==> src/rtl/csr_req_sequencer_if.sv <==
// CSR request types plus the writeback/CSR-file bundle of csr_req_sequencer.
// slave: the sequencer; master: the writeback stage and CSR file around it.
package drac_pkg;
    typedef enum logic [2:0] {
        CSR_CMD_NOPE  = 3'd0,
        CSR_CMD_WRITE = 3'd1,
        CSR_CMD_SET   = 3'd2,
        CSR_CMD_CLEAR = 3'd3,
        CSR_CMD_READ  = 3'd5
    } csr_cmd_t;

    typedef struct packed {
        logic [11:0] csr_rw_addr;
        csr_cmd_t    csr_rw_cmd;
        logic [63:0] csr_rw_data;
        logic        csr_exception;
        logic        csr_retire;
    } req_cpu_csr_t;
endpackage

interface csr_req_sequencer_if;
    import drac_pkg::*;

    req_cpu_csr_t req_cpu_csr_i;
    logic         wb_csr_ena_i;
    logic         kill_i;
    logic         csr_ready_i;
    logic         csr_resp_valid_i;
    logic         csr_replay_i;
    logic [63:0]  csr_rdata_i;
    req_cpu_csr_t req_cpu_csr_o;
    logic         csr_req_valid_o;
    logic         stall_wb_o;
    logic [63:0]  csr_rdata_o;
    logic         csr_rdata_valid_o;
    logic         csr_error_o;

    modport slave (
        input  req_cpu_csr_i, wb_csr_ena_i, kill_i, csr_ready_i,
        input  csr_resp_valid_i, csr_replay_i, csr_rdata_i,
        output req_cpu_csr_o, csr_req_valid_o, stall_wb_o,
        output csr_rdata_o, csr_rdata_valid_o, csr_error_o
    );

    modport master (
        output req_cpu_csr_i, wb_csr_ena_i, kill_i, csr_ready_i,
        output csr_resp_valid_i, csr_replay_i, csr_rdata_i,
        input  req_cpu_csr_o, csr_req_valid_o, stall_wb_o,
        input  csr_rdata_o, csr_rdata_valid_o, csr_error_o
    );
endinterface

==> src/rtl/csr_req_sequencer.sv <==
// Holds a writeback CSR command until the CSR file takes it, handles replay
// and timeout, stalls writeback meanwhile. Ports: clk_i, rstn_i, bus (slave).
module csr_req_sequencer
    import drac_pkg::*;
#(
    parameter int MAX_REPLAY     = 3,
    parameter int TIMEOUT_CYCLES = 64
) (
    input  logic                 clk_i,
    input  logic                 rstn_i,
    csr_req_sequencer_if.slave   bus
);
    localparam int RW = $clog2(MAX_REPLAY + 1);
    localparam int TW = $clog2(TIMEOUT_CYCLES + 1);

    typedef enum logic [1:0] {IDLE, ISSUE, WAIT, DONE} state_t;

    state_t       state;
    req_cpu_csr_t req_q;
    logic [63:0]  rdata_q;
    logic [RW-1:0] replay_cnt;
    logic [TW-1:0] tmo_cnt;
    logic         killed;
    logic         err;

    // A response is taken in WAIT, or in the ISSUE cycle that is accepted.
    logic take_resp;
    logic can_replay;

    assign take_resp = bus.csr_resp_valid_i &&
        ((state == WAIT) ||
         (state == ISSUE && bus.csr_ready_i && !bus.kill_i));
    assign can_replay = replay_cnt < RW'(MAX_REPLAY);

    always_ff @(posedge clk_i or negedge rstn_i) begin
        if (!rstn_i) begin
            state      <= IDLE;
            req_q      <= '0;
            rdata_q    <= '0;
            replay_cnt <= '0;
            tmo_cnt    <= '0;
            killed     <= 1'b0;
            err        <= 1'b0;
        end else begin
            unique case (state)
                IDLE: begin
                    if (bus.wb_csr_ena_i && !bus.kill_i) begin
                        req_q      <= bus.req_cpu_csr_i;
                        replay_cnt <= '0;
                        rdata_q    <= '0;
                        killed     <= 1'b0;
                        err        <= 1'b0;
                        state      <= ISSUE;
                    end
                end
                ISSUE: begin
                    if (bus.kill_i) begin
                        killed <= 1'b0;
                        err    <= 1'b0;
                        state  <= IDLE;
                    end else if (bus.csr_ready_i) begin
                        tmo_cnt <= '0;
                        state   <= WAIT;
                    end
                end
                WAIT: begin
                    // The command already sits in the CSR file: remember
                    // the flush but still consume its response.
                    if (bus.kill_i) killed <= 1'b1;
                    if (!bus.csr_resp_valid_i) begin
                        if (tmo_cnt == TW'(TIMEOUT_CYCLES - 1)) begin
                            err     <= 1'b1;
                            rdata_q <= '0;
                            state   <= DONE;
                        end else begin
                            tmo_cnt <= tmo_cnt + TW'(1);
                        end
                    end
                end
                DONE: begin
                    killed <= 1'b0;
                    err    <= 1'b0;
                    state  <= IDLE;
                end
            endcase

            if (take_resp) begin
                if (!bus.csr_replay_i) begin
                    rdata_q <= bus.csr_rdata_i;
                    state   <= DONE;
                end else if (can_replay) begin
                    replay_cnt <= replay_cnt + RW'(1);
                    state      <= ISSUE;
                end else begin
                    err     <= 1'b1;
                    rdata_q <= '0;
                    state   <= DONE;
                end
            end
        end
    end

    always_comb begin
        bus.req_cpu_csr_o     = '0;
        bus.csr_req_valid_o   = 1'b0;
        bus.stall_wb_o        = 1'b0;
        bus.csr_rdata_o       = '0;
        bus.csr_rdata_valid_o = 1'b0;
        bus.csr_error_o       = 1'b0;
        if (rstn_i) begin
            unique case (state)
                IDLE: begin
                    bus.req_cpu_csr_o = bus.req_cpu_csr_i;
                    if (bus.wb_csr_ena_i)
                        bus.req_cpu_csr_o.csr_rw_cmd = CSR_CMD_NOPE;
                    bus.stall_wb_o = bus.wb_csr_ena_i && !bus.kill_i;
                end
                ISSUE: begin
                    bus.req_cpu_csr_o               = req_q;
                    bus.req_cpu_csr_o.csr_retire    = 1'b0;
                    bus.req_cpu_csr_o.csr_exception = 1'b0;
                    // A flushed command is never offered to the CSR file.
                    if (bus.kill_i)
                        bus.req_cpu_csr_o.csr_rw_cmd = CSR_CMD_NOPE;
                    bus.csr_req_valid_o = !bus.kill_i;
                    bus.stall_wb_o      = 1'b1;
                end
                WAIT: begin
                    bus.req_cpu_csr_o               = req_q;
                    bus.req_cpu_csr_o.csr_rw_cmd    = CSR_CMD_NOPE;
                    bus.req_cpu_csr_o.csr_retire    = 1'b0;
                    bus.req_cpu_csr_o.csr_exception = 1'b0;
                    bus.stall_wb_o                  = 1'b1;
                end
                DONE: begin
                    bus.req_cpu_csr_o            = req_q;
                    bus.req_cpu_csr_o.csr_rw_cmd = CSR_CMD_NOPE;
                    bus.req_cpu_csr_o.csr_retire =
                        req_q.csr_retire && !killed && !err;
                    bus.req_cpu_csr_o.csr_exception =
                        req_q.csr_exception && !killed;
                    bus.csr_rdata_o       = rdata_q;
                    bus.csr_rdata_valid_o = !killed && !err;
                    bus.csr_error_o       = err && !killed;
                end
            endcase
        end
    end

    // The CSR file must only answer a command it has been given.
    a_resp_in_txn: assert property (@(posedge clk_i) disable iff (!rstn_i)
        bus.csr_resp_valid_i |-> (state == ISSUE || state == WAIT));

endmodule

==> src/flat_wrapper.sv <==
// flat-port wrapper written by rule: the top's interface ports become plain ports
module csr_req_sequencer_flat import drac_pkg::*;
#(
    parameter int MAX_REPLAY     = 3,
    parameter int TIMEOUT_CYCLES = 64
)
  (clk_i, rstn_i, bus_req_cpu_csr_i, bus_wb_csr_ena_i, bus_kill_i, bus_csr_ready_i, bus_csr_resp_valid_i, bus_csr_replay_i, bus_csr_rdata_i, bus_req_cpu_csr_o, bus_csr_req_valid_o, bus_stall_wb_o, bus_csr_rdata_o, bus_csr_rdata_valid_o, bus_csr_error_o);
  csr_req_sequencer_if bus_i ();
  input  logic clk_i;
  input  logic rstn_i;
  input wire logic [$bits(bus_i.req_cpu_csr_i)-1:0] bus_req_cpu_csr_i;
  input wire logic [$bits(bus_i.wb_csr_ena_i)-1:0] bus_wb_csr_ena_i;
  input wire logic [$bits(bus_i.kill_i)-1:0] bus_kill_i;
  input wire logic [$bits(bus_i.csr_ready_i)-1:0] bus_csr_ready_i;
  input wire logic [$bits(bus_i.csr_resp_valid_i)-1:0] bus_csr_resp_valid_i;
  input wire logic [$bits(bus_i.csr_replay_i)-1:0] bus_csr_replay_i;
  input wire logic [$bits(bus_i.csr_rdata_i)-1:0] bus_csr_rdata_i;
  output wire logic [$bits(bus_i.req_cpu_csr_o)-1:0] bus_req_cpu_csr_o;
  output wire logic [$bits(bus_i.csr_req_valid_o)-1:0] bus_csr_req_valid_o;
  output wire logic [$bits(bus_i.stall_wb_o)-1:0] bus_stall_wb_o;
  output wire logic [$bits(bus_i.csr_rdata_o)-1:0] bus_csr_rdata_o;
  output wire logic [$bits(bus_i.csr_rdata_valid_o)-1:0] bus_csr_rdata_valid_o;
  output wire logic [$bits(bus_i.csr_error_o)-1:0] bus_csr_error_o;
  assign bus_i.req_cpu_csr_i = bus_req_cpu_csr_i;
  assign bus_i.wb_csr_ena_i = bus_wb_csr_ena_i;
  assign bus_i.kill_i = bus_kill_i;
  assign bus_i.csr_ready_i = bus_csr_ready_i;
  assign bus_i.csr_resp_valid_i = bus_csr_resp_valid_i;
  assign bus_i.csr_replay_i = bus_csr_replay_i;
  assign bus_i.csr_rdata_i = bus_csr_rdata_i;
  assign bus_req_cpu_csr_o = bus_i.req_cpu_csr_o;
  assign bus_csr_req_valid_o = bus_i.csr_req_valid_o;
  assign bus_stall_wb_o = bus_i.stall_wb_o;
  assign bus_csr_rdata_o = bus_i.csr_rdata_o;
  assign bus_csr_rdata_valid_o = bus_i.csr_rdata_valid_o;
  assign bus_csr_error_o = bus_i.csr_error_o;
  csr_req_sequencer #(.MAX_REPLAY(MAX_REPLAY), .TIMEOUT_CYCLES(TIMEOUT_CYCLES)) u_core (.clk_i(clk_i), .rstn_i(rstn_i), .bus(bus_i));
endmodule
==> config.mk <==
export PLATFORM = sky130hd
export DESIGN_NAME = csr_req_sequencer_flat
export DESIGN_NICKNAME = d
export VERILOG_FILES = /design/src/rtl/csr_req_sequencer_if.sv /design/src/rtl/csr_req_sequencer.sv /design/src/flat_wrapper.sv
export SDC_FILE = /design/constraint.sdc
export NUM_CORES = 1
export LEC_CHECK = 0
export CAP_MARGIN = 30
export CORE_MARGIN = 8
export CORE_UTILIZATION = 30
export CTS_CLUSTER_DIAMETER = 50
export DETAILED_ROUTE_END_ITERATION = 12
export SKIP_CTS_REPAIR_TIMING = 1
export SYNTH_ARGS = -nofsm -noshare
export SYNTH_HDL_FRONTEND = slang
export SYNTH_SLANG_ARGS = --single-unit
==> constraint.sdc <==
create_clock -name clk_i -period 3.45 [get_ports clk_i]
set_input_delay 0.8625 -clock clk_i [delete_from_list [all_inputs] [get_ports clk_i]]
set_output_delay 0.8625 -clock clk_i [all_outputs]
set_load 0.02 [all_outputs]
**Word level (Yosys, flattened, before mapping)**

Index checks and enable logic that the tools add are counted.

- Input bits: 152
- Register bits: 158
- Memories: 0
- Memory bits (writable): 0
- Bits in latches: 0
- Memory bits (read-only): 0
- Logic and storage cells: 101
- Output and inout port bits: 149

- $add $sub $neg: 2
- Mux-type cells: 52
- Reduce and logical (&&, ||, !) cells: 20
- $mul: 0
- Magnitude comparators: 1
- Equal/unequal tests: 15
- Div/mod/pow operators: 0
- Bitwise operators: 0
- Shifts and indexed selects: 0

Operators with widths:

| kind | count |
|---|---|
| 64-bit two-way mux | 8 |
| 81-bit case mux with 4 select lines | 1 |
| 64-bit case mux with 2 select lines | 1 |
| 81-bit two-way mux | 1 |
| 7-bit two-way mux | 4 |
| 2-bit two-way mux | 13 |
| 1-bit two-way mux | 17 |
| 7-bit case mux with 2 select lines | 1 |
| 2-bit != test (second input constant) | 6 |
| 1-bit logical AND | 9 |
| 1-bit case mux with 4 select lines | 2 |
| 2-bit case mux with 4 select lines | 1 |
| 7-bit by 1-bit adder with 7-bit output (second input constant) | 1 |
| 7-bit by 6-bit == test with 1-bit output (second input constant) | 1 |
| 3-bit two-way mux | 2 |
| 3-bit by 2-bit != test with 1-bit output (second input constant) | 2 |
| 5-bit AND reduction | 1 |
| 2-bit == test (second input constant) | 2 |
| 4-bit by 3-bit != test with 1-bit output (second input constant) | 1 |
| 4-bit AND reduction | 1 |
| 1-bit logical NOT | 3 |
| 3-bit by 1-bit != test with 1-bit output (second input constant) | 1 |
| 3-bit AND reduction | 1 |
| 2-bit by 1-bit adder with 2-bit output (second input constant) | 1 |
| other kinds (9) | 9 |

**Longest topological paths before layout**

Gate-level depths: netlist of the first run.

- Depth after elaboration: 7
- Depth in mapped cells: 9
- Gate-level depth less buffers: 6

**Worst setup path before layout of the first run**

OpenSTA, ideal clock, no wires.

- Path kind: input port to output port
- From: input port rstn_i
- To: output port bus_req_cpu_csr_o[0]
- Buffers on the path: 1
- Slack: 0.498 ns
- Data arrival time: 2.090 ns
- Stages on the path: 4
- Cells stage by stage: clkbuf_1 -> nand2_1 -> nor3_1 -> a32o_1

- Cells in the longest elaborated chain, start to end: 1

RTL lines:

| what | RTL line | text |
|---|---|---|
| from (decl) | flat_wrapper.sv:10 | `input logic rstn_i;` |
| 81-bit two-way mux | csr_req_sequencer.sv:110 | `if (rstn_i) begin` |
| to (decl) | flat_wrapper.sv:18 | `output wire logic [$bits(bus_i.req_cpu_csr_o)-1:0] bus_req_cpu_csr_o;` |

Every way passes these cells.

**Worst setup path after layout of the first run**

- From: register u_core.state[0]
- To: output port bus_req_cpu_csr_o[32]

- Cells in the longest elaborated chain, start to end: 3

RTL lines:

| what | RTL line | text |
|---|---|---|
| from (decl) | csr_req_sequencer.sv:18 | `state_t state;` |
| from (signal assigned) | csr_req_sequencer.sv:37 | `state <= IDLE;` |
| from (signal assigned) | csr_req_sequencer.sv:53 | `state <= ISSUE;` |
| from (signal assigned) | csr_req_sequencer.sv:60 | `state <= IDLE;` |
| 2-bit == test (tied with other cells) | csr_req_sequencer.sv:111 | `unique case (state)` |
| 81-bit case mux with 4 select lines * | csr_req_sequencer.sv:111 |  |
| 81-bit two-way mux * | csr_req_sequencer.sv:110 |  |

Every way passes the cells marked *; elsewhere a longest branch is shown, timed or not.

==> results of run 1 <==
[registers in the layout, summed over array words and instances (netlist names), named ones only]
name and flops:
u_core.replay_cnt 2, u_core.err 1, u_core.rdata_q 64, u_core.tmo_cnt 7, u_core.state 1, u_core.req_q 81
u_core.killed 1
[cell type report]
type,instances,area [µm²]
Clock inverter,13,130.1
Fill cell,2350,13240
Clock buffer,18,439.2
Timing Repair Buffer,322,3426
Inverter,6,22.52
Tap cell,330,412.9
Multi-Input combinational cell,385,3339
Sequential cell,158,3954
[worst max path at each step]
stage                    startpoint                     to  slack [ps]
floorplan                    rstn_i   bus_req_cpu_csr_o[0]         500
global placement         bus_kill_i  bus_req_cpu_csr_o[66]           7
detailed placement       bus_kill_i  bus_req_cpu_csr_o[66]          10
CTS                 u_core.state[0]   bus_req_cpu_csr_o[2]        -330
global route        u_core.state[0]  bus_req_cpu_csr_o[32]         -20
finish              u_core.state[0]  bus_req_cpu_csr_o[32]          70
[per-stage QoR]
step,power (µW),setup TNS [ps],instances,setup slack (ps)
floorplan,5523,0,605,497.9
global placement,7082,0,1200,6.879
detailed placement,7134,0,1200,13.83
CTS,9049,-21010,1231,-327.3
global route,9461,-72.14,1232,-15.68
finish,8917,0,1232,74.16
[cell families after synthesis]
| kind of cell | after synthesis |
|---|---|
| AOI/OAI and AO/OA | 173 |
| adders and majority gates | 7 |
| buffers and inverters | 62 |
| DFF | 158 |
| muxes | 84 |
| and+or+nand+nor | 121 |
[synth_stat cells (6+ instances only)]
library cell  count  share of area
nor2_1            6         0.0030
clkbuf_1         25          0.012
buf_2            23          0.015
mux2_2           58          0.086
ha_1              7          0.012
dfrtp_1         158           0.52
a22o_1           88           0.10
buf_6             6         0.0089
nand3_1           7         0.0046
a21oi_1           6         0.0040
a22o_2           51          0.067
and3_1           65          0.054
mux2_1           23          0.034
nand2_1          12         0.0059
[power breakdown]
group / switching (µW) / internal, µW / total, µW
sequential: 419 / 2660 / 3080
combinational: 2000 / 1990 / 3990
clock: 825 / 1030 / 1850
total: 3240 / 5670 / 8920
[metal layers]
| layer | vias up | part of all wire |
|---|---|---|
| met5 | - | 0 |
| li1 | 2877 | - |
| met3 | 22 | 0.051 |
| met4 | 0 | 0.017 |
| met2 | 153 | 0.50 |
| met1 | 3176 | 0.43 |
==> reports/qor.yml, run 1 <==
grt-ovfl-total: 0
layout_common_cells: "clkdlybuf4s50_1, dfrtp_1, a22o_1, and3_1, dlymetal6s2s_1"
dieArea_um2: 30580
clkSinkCount: 158
grtUsageMet2: 0.2705
path_delay_family: "buffers and inverters"
die_h_um: 174.9
r2r_slack_ps: 1220
coreArea_um2: 24960
synthSimpleGateAreaFrac: 0.09584
synth_top_family_by_area: "compound AO/OA/AOI/OAI gates"
n_antenna_cell: 0
p_per_area_nw_per_um2: 760.6
dp_hpwl_mm: 17.73
grt_max_degree: 98
cts_root_buf: "clkbuf_16"
crit_buf_inv: 3
synthMuxAreaShare: 0.1244
drc_errors: 0
relSlewSlack: 0.4785
setup_viol_count_final: 0
period_share: 0.9785
status: "finished, final reports clean"
avgSynthCellArea_um2: 12.52
start_util: 0.3033
yosys.area_share.adder: 0.01157
syn_nets: 764
crit_type: "flip-flop to output port"
clkLatencyLatePin_ps: 420
drv_cap: 0
ys.flop_type: "dfrtp_1"
synthXorXnorAreaFrac: 0
area_growth_syn_to_layout_pct: 54.82
nNetsFinal: 1049
hold_class: "input pin to asynchronous set/reset pin"
hold_violations: 0
synth_compound_area_frac: 0.2056
cts-buffers-inserted: 17
end_kind: "output port"
clk_path_buf_depth: 2
path_depth: 6
reg2reg_to: "u_core.rdata_q[45]"
rr_worst_depth: 7
synth_cell_types: 53
fin_util: 0.4696
drtPass1Iterations: 4
place_area_um2: 10950
cts.htree.levels: 4
grtUsageMet1: 0.2012
ys_seq_elements: 158
hold_ws_ps: 480.5
drive_gt1_frac: 0.2029
yosysSeqAreaShare: 0.5221
fin_crit_ps: 3376
dieWidth_um: 174.9
grt_pass1_wl_mm: 39.20
finalWirelength_mm: 25.47
syn_inst: 605
crit_path_start_kind: "flip-flop"
max_freq_mhz: 296.2
use_met3: 0.04338
power.leakage_uw: 0.006092
finalMaxSlewViolations: 0
vias_per_cell: 5.055
antenna_left: 0
worstPathArrival_ps: 2510
netlist_area_um2: 7572
max_stage_delay_ps: 610
io_buffer_count: 300
yosys_warnings: 0
row_count: 58
wl_per_cell_um: 20.67
clk_pin_slew_ps: 70
gp_congestion: 0.7972
grt_pass1_vias: 6499
worst_ep_required_time_ps: 2590
crit_fanout: 34
grt_antenna_before_repair: 0
final_common_cell: "clkdlybuf4s50_1"
worst_pin_slew_ps: 782.2
cts_tree: "done"
synth_enable_flop_cells: 0
io_pins: 301
peakVddDrop_uv: 349.3
top_usage_layer: "met2"
vias: 6228
crit_chain: "inv_1, ha_4, and2_4, clkbuf_16, a22o_1, clkdlybuf4s50_1"
async_reset_ff_frac: 1.000
track_usage: 0.1625
fin_area_um2: 11720
initialDrtViolationCount: 347
slowest_stage: "clkdlybuf4s50_1"
clock_skew_ps: 16.39
(Power assumes the default switching activity.)
==> run 2, diff against run 1 <==
--- a/config.mk
+++ b/config.mk
@@ -8,7 +8,6 @@
 export CAP_MARGIN = 30
 export CORE_MARGIN = 8
 export CORE_UTILIZATION = 30
-export CTS_CLUSTER_DIAMETER = 50
 export DETAILED_ROUTE_END_ITERATION = 12
 export SKIP_CTS_REPAIR_TIMING = 1
 export SYNTH_ARGS = -nofsm -noshare
==> results of run 2 <==
No change in the layout: final DEF, timing and power equal those of run 1.
==> run 3, diff against run 2 <==
--- a/config.mk
+++ b/config.mk
@@ -7,8 +7,10 @@
 export LEC_CHECK = 0
 export CAP_MARGIN = 30
 export CORE_MARGIN = 8
-export CORE_UTILIZATION = 30
+export CORE_UTILIZATION = 47
+export CTS_BUF_LIST = sky130_fd_sc_hd__clkbuf_16
 export DETAILED_ROUTE_END_ITERATION = 12
+export PLACE_DENSITY = 0.86
 export SKIP_CTS_REPAIR_TIMING = 1
 export SYNTH_ARGS = -nofsm -noshare
 export SYNTH_HDL_FRONTEND = slang
==> reports/qor.yml, run 3 (synthesized netlist as in run 1, its figures left out) <==
status: "finished, final reports clean"
drive_gt1_frac: 0.2004  # -0.002442
dieWidth_um: 142.9  # -18%
die_h_um: 142.9  # -18%
finalWirelength_mm: 24.58  # -3.5%
hold_class: "input pin to asynchronous set/reset pin"
clk_path_buf_depth: 2  # unchanged
dp_hpwl_mm: 17.24  # -2.7%
dieArea_um2: 20430  # -33%
final.setup.tns_ps: 0  # unchanged
clock_skew_ps: 13.70  # -2.692 ps
peakVddDrop_uv: 450.0  # +29%
crit_type: "flip-flop to output port"
grt_max_degree: 79  # -19%
layout_common_cells: "clkdlybuf4s50_1, dfrtp_1, a22o_1, dlymetal6s2s_1, and3_1"
nNetsFinal: 1054  # +0.48%
antenna_left: 0  # unchanged
grt_pass1_vias: 6472  # -0.42%
worstPathArrival_ps: 2450  # -60 ps
period_share: 0.9608  # -0.01770
drtPass1Iterations: 5  # +1
crit_path_start_kind: "flip-flop"
largest_reg_flops: 81  # unchanged
crit_fanout: 29  # -15%
r2r_slack_ps: 980  # -240 ps
relSlewSlack: 0.4905  # +0.01196
fin_crit_ps: 3315  # -61.08 ps
cts.htree.levels: 4  # unchanged
setup_viol_count_final: 0  # unchanged
end_kind: "output port"
largest-register: "u_core.req_q"
rr_worst_depth: 8  # +1
final_common_cell: "clkdlybuf4s50_1"
worst_pin_slew_ps: 764.3  # -17.95 ps
p_total_uw: 8927  # +0.12%
io_buffer_count: 300  # unchanged
initialDrtViolationCount: 349  # +0.58%
start_util: 0.4784  # +0.1751
wl_per_cell_um: 21.87  # +5.8%
power.leakage_uw: 0.006382  # +4.8%
cts_root_buf: "clkbuf_16"
grt_pass1_wl_mm: 36.54  # -6.8%
clkLatencyLatePin_ps: 430  # about the same
hold_violations: 0  # unchanged
cts-buffers-inserted: 17  # unchanged
area_growth_syn_to_layout_pct: 54.35
cts_tree: "done"
io_pins: 301  # unchanged
worst_ep_required_time_ps: 2590  # about the same
slowest_stage: "clkdlybuf4s50_1"
n_antenna_cell: 0  # unchanged
clkSinkCount: 158  # unchanged
rsz0062_at_grt: "false"
p_per_area_nw_per_um2: 763.8  # +0.43%
reg2reg_to: "u_core.req_q[61]"
clk_pin_slew_ps: 60  # about the same
r2r_start: "u_core.state[0]"
coreArea_um2: 15830  # -37%
drc_errors: 0  # unchanged
grt_antenna_before_repair: 0  # unchanged
vias_per_cell: 5.670  # +12%
drv_cap: 0  # unchanged
top_regs: "u_core.req_q (81), u_core.rdata_q (64), u_core.tmo_cnt (7)"
max_freq_mhz: 301.7  # +1.8%
finalMaxSlewViolations: 0  # unchanged
vias: 6373  # +2.3%
gp_congestion: 0.8440  # +5.9%
max_stage_delay_ps: 600  # about the same
n_fill_cell: 1051  # -55%
row_count: 46  # -21%
grt-ovfl-total: 0  # unchanged
track_usage: 0.2322  # +0.06971
crit_chain: "inv_1, ha_1, and2_4, buf_12, a32o_1, clkdlybuf4s50_1"
==> run 3: changes by cell type in the layout (fill, tap and decap cells not counted), sizes merged <==
cell | before | now
clkdlybuf4s50 | 234 | 219
clkbuf | 20 | 19
dlymetal6s2s | 64 | 80
clkinv | 3 | 6
buf | 22 | 26
inv | 12 | 10
bufinv | 1 | 2
==> run 3: worst max-delay path, delay by kind of cell, from the launching register on <==
family / cells / cell delay (ps)
compound gates: 1 / 140
fa+ha+maj: 1 / 260
buf+inv: 3 / 910
flops: 1 / 460
simple gates: 1 / 240
==> run 3: worst max path at each step <==
stage                               start                    to  depth (start not counted)
final                     u_core.state[0]  bus_req_cpu_csr_o[0]                          6
after global routing      u_core.state[0]  bus_req_cpu_csr_o[0]                          6
after CTS                 u_core.state[0]        bus_stall_wb_o                          8
after detailed placement       bus_kill_i        bus_stall_wb_o                          6
after global placement         bus_kill_i        bus_stall_wb_o                          6
after floorplan                    rstn_i  bus_req_cpu_csr_o[0]                          4
==> run 3: final cells by class <==
class                           count  area, µm²  area share
Sequential cell                   158       3955      0.3384
Timing Repair Buffer              327       3546      0.3034
Multi-Input combinational cell    385       3322      0.2842
Clock buffer                       17      425.4     0.03640
Tap cell                          216      270.3     0.02312
Clock inverter                     15      146.4     0.01253
Inverter                            6      22.52    0.001927
==> run 3: report_power, final <==
part           internal (µW)  switching (µW)  total, µW
registers               2660             456       3120
clock network           1060             793       1860
logic                   1990            1960       3950
==> run 3: per-layer routing <==
metal | up-vias | part of all wire | GRT usage
li1 | 2893 | - | -
met1 | 3197 | 0.39 | 0.2742
met2 | 233 | 0.52 | 0.3845
met3 | 50 | 0.061 | 0.06277
met4 | 0 | 0.034 | 0.1124
met5 | - | 0 | 0
==> run 3: per-stage QoR <==
stage          hold WS (ps)  instance area, µm²  utilization  std cells  setup WS (ps)
2_1_floorplan         451.6                7572            -        605          497.9
3_3_place_gp          473.4               10850       0.6855       1090         -114.7
3_5_place_dp          476.5               10880       0.6872       1091         -115.9
4_1_cts               463.4               11450       0.7233       1123         -147.0
5_1_grt               476.7               11690       0.7384       1124          46.62
6_report              478.3               11690       0.7384       1124          135.2
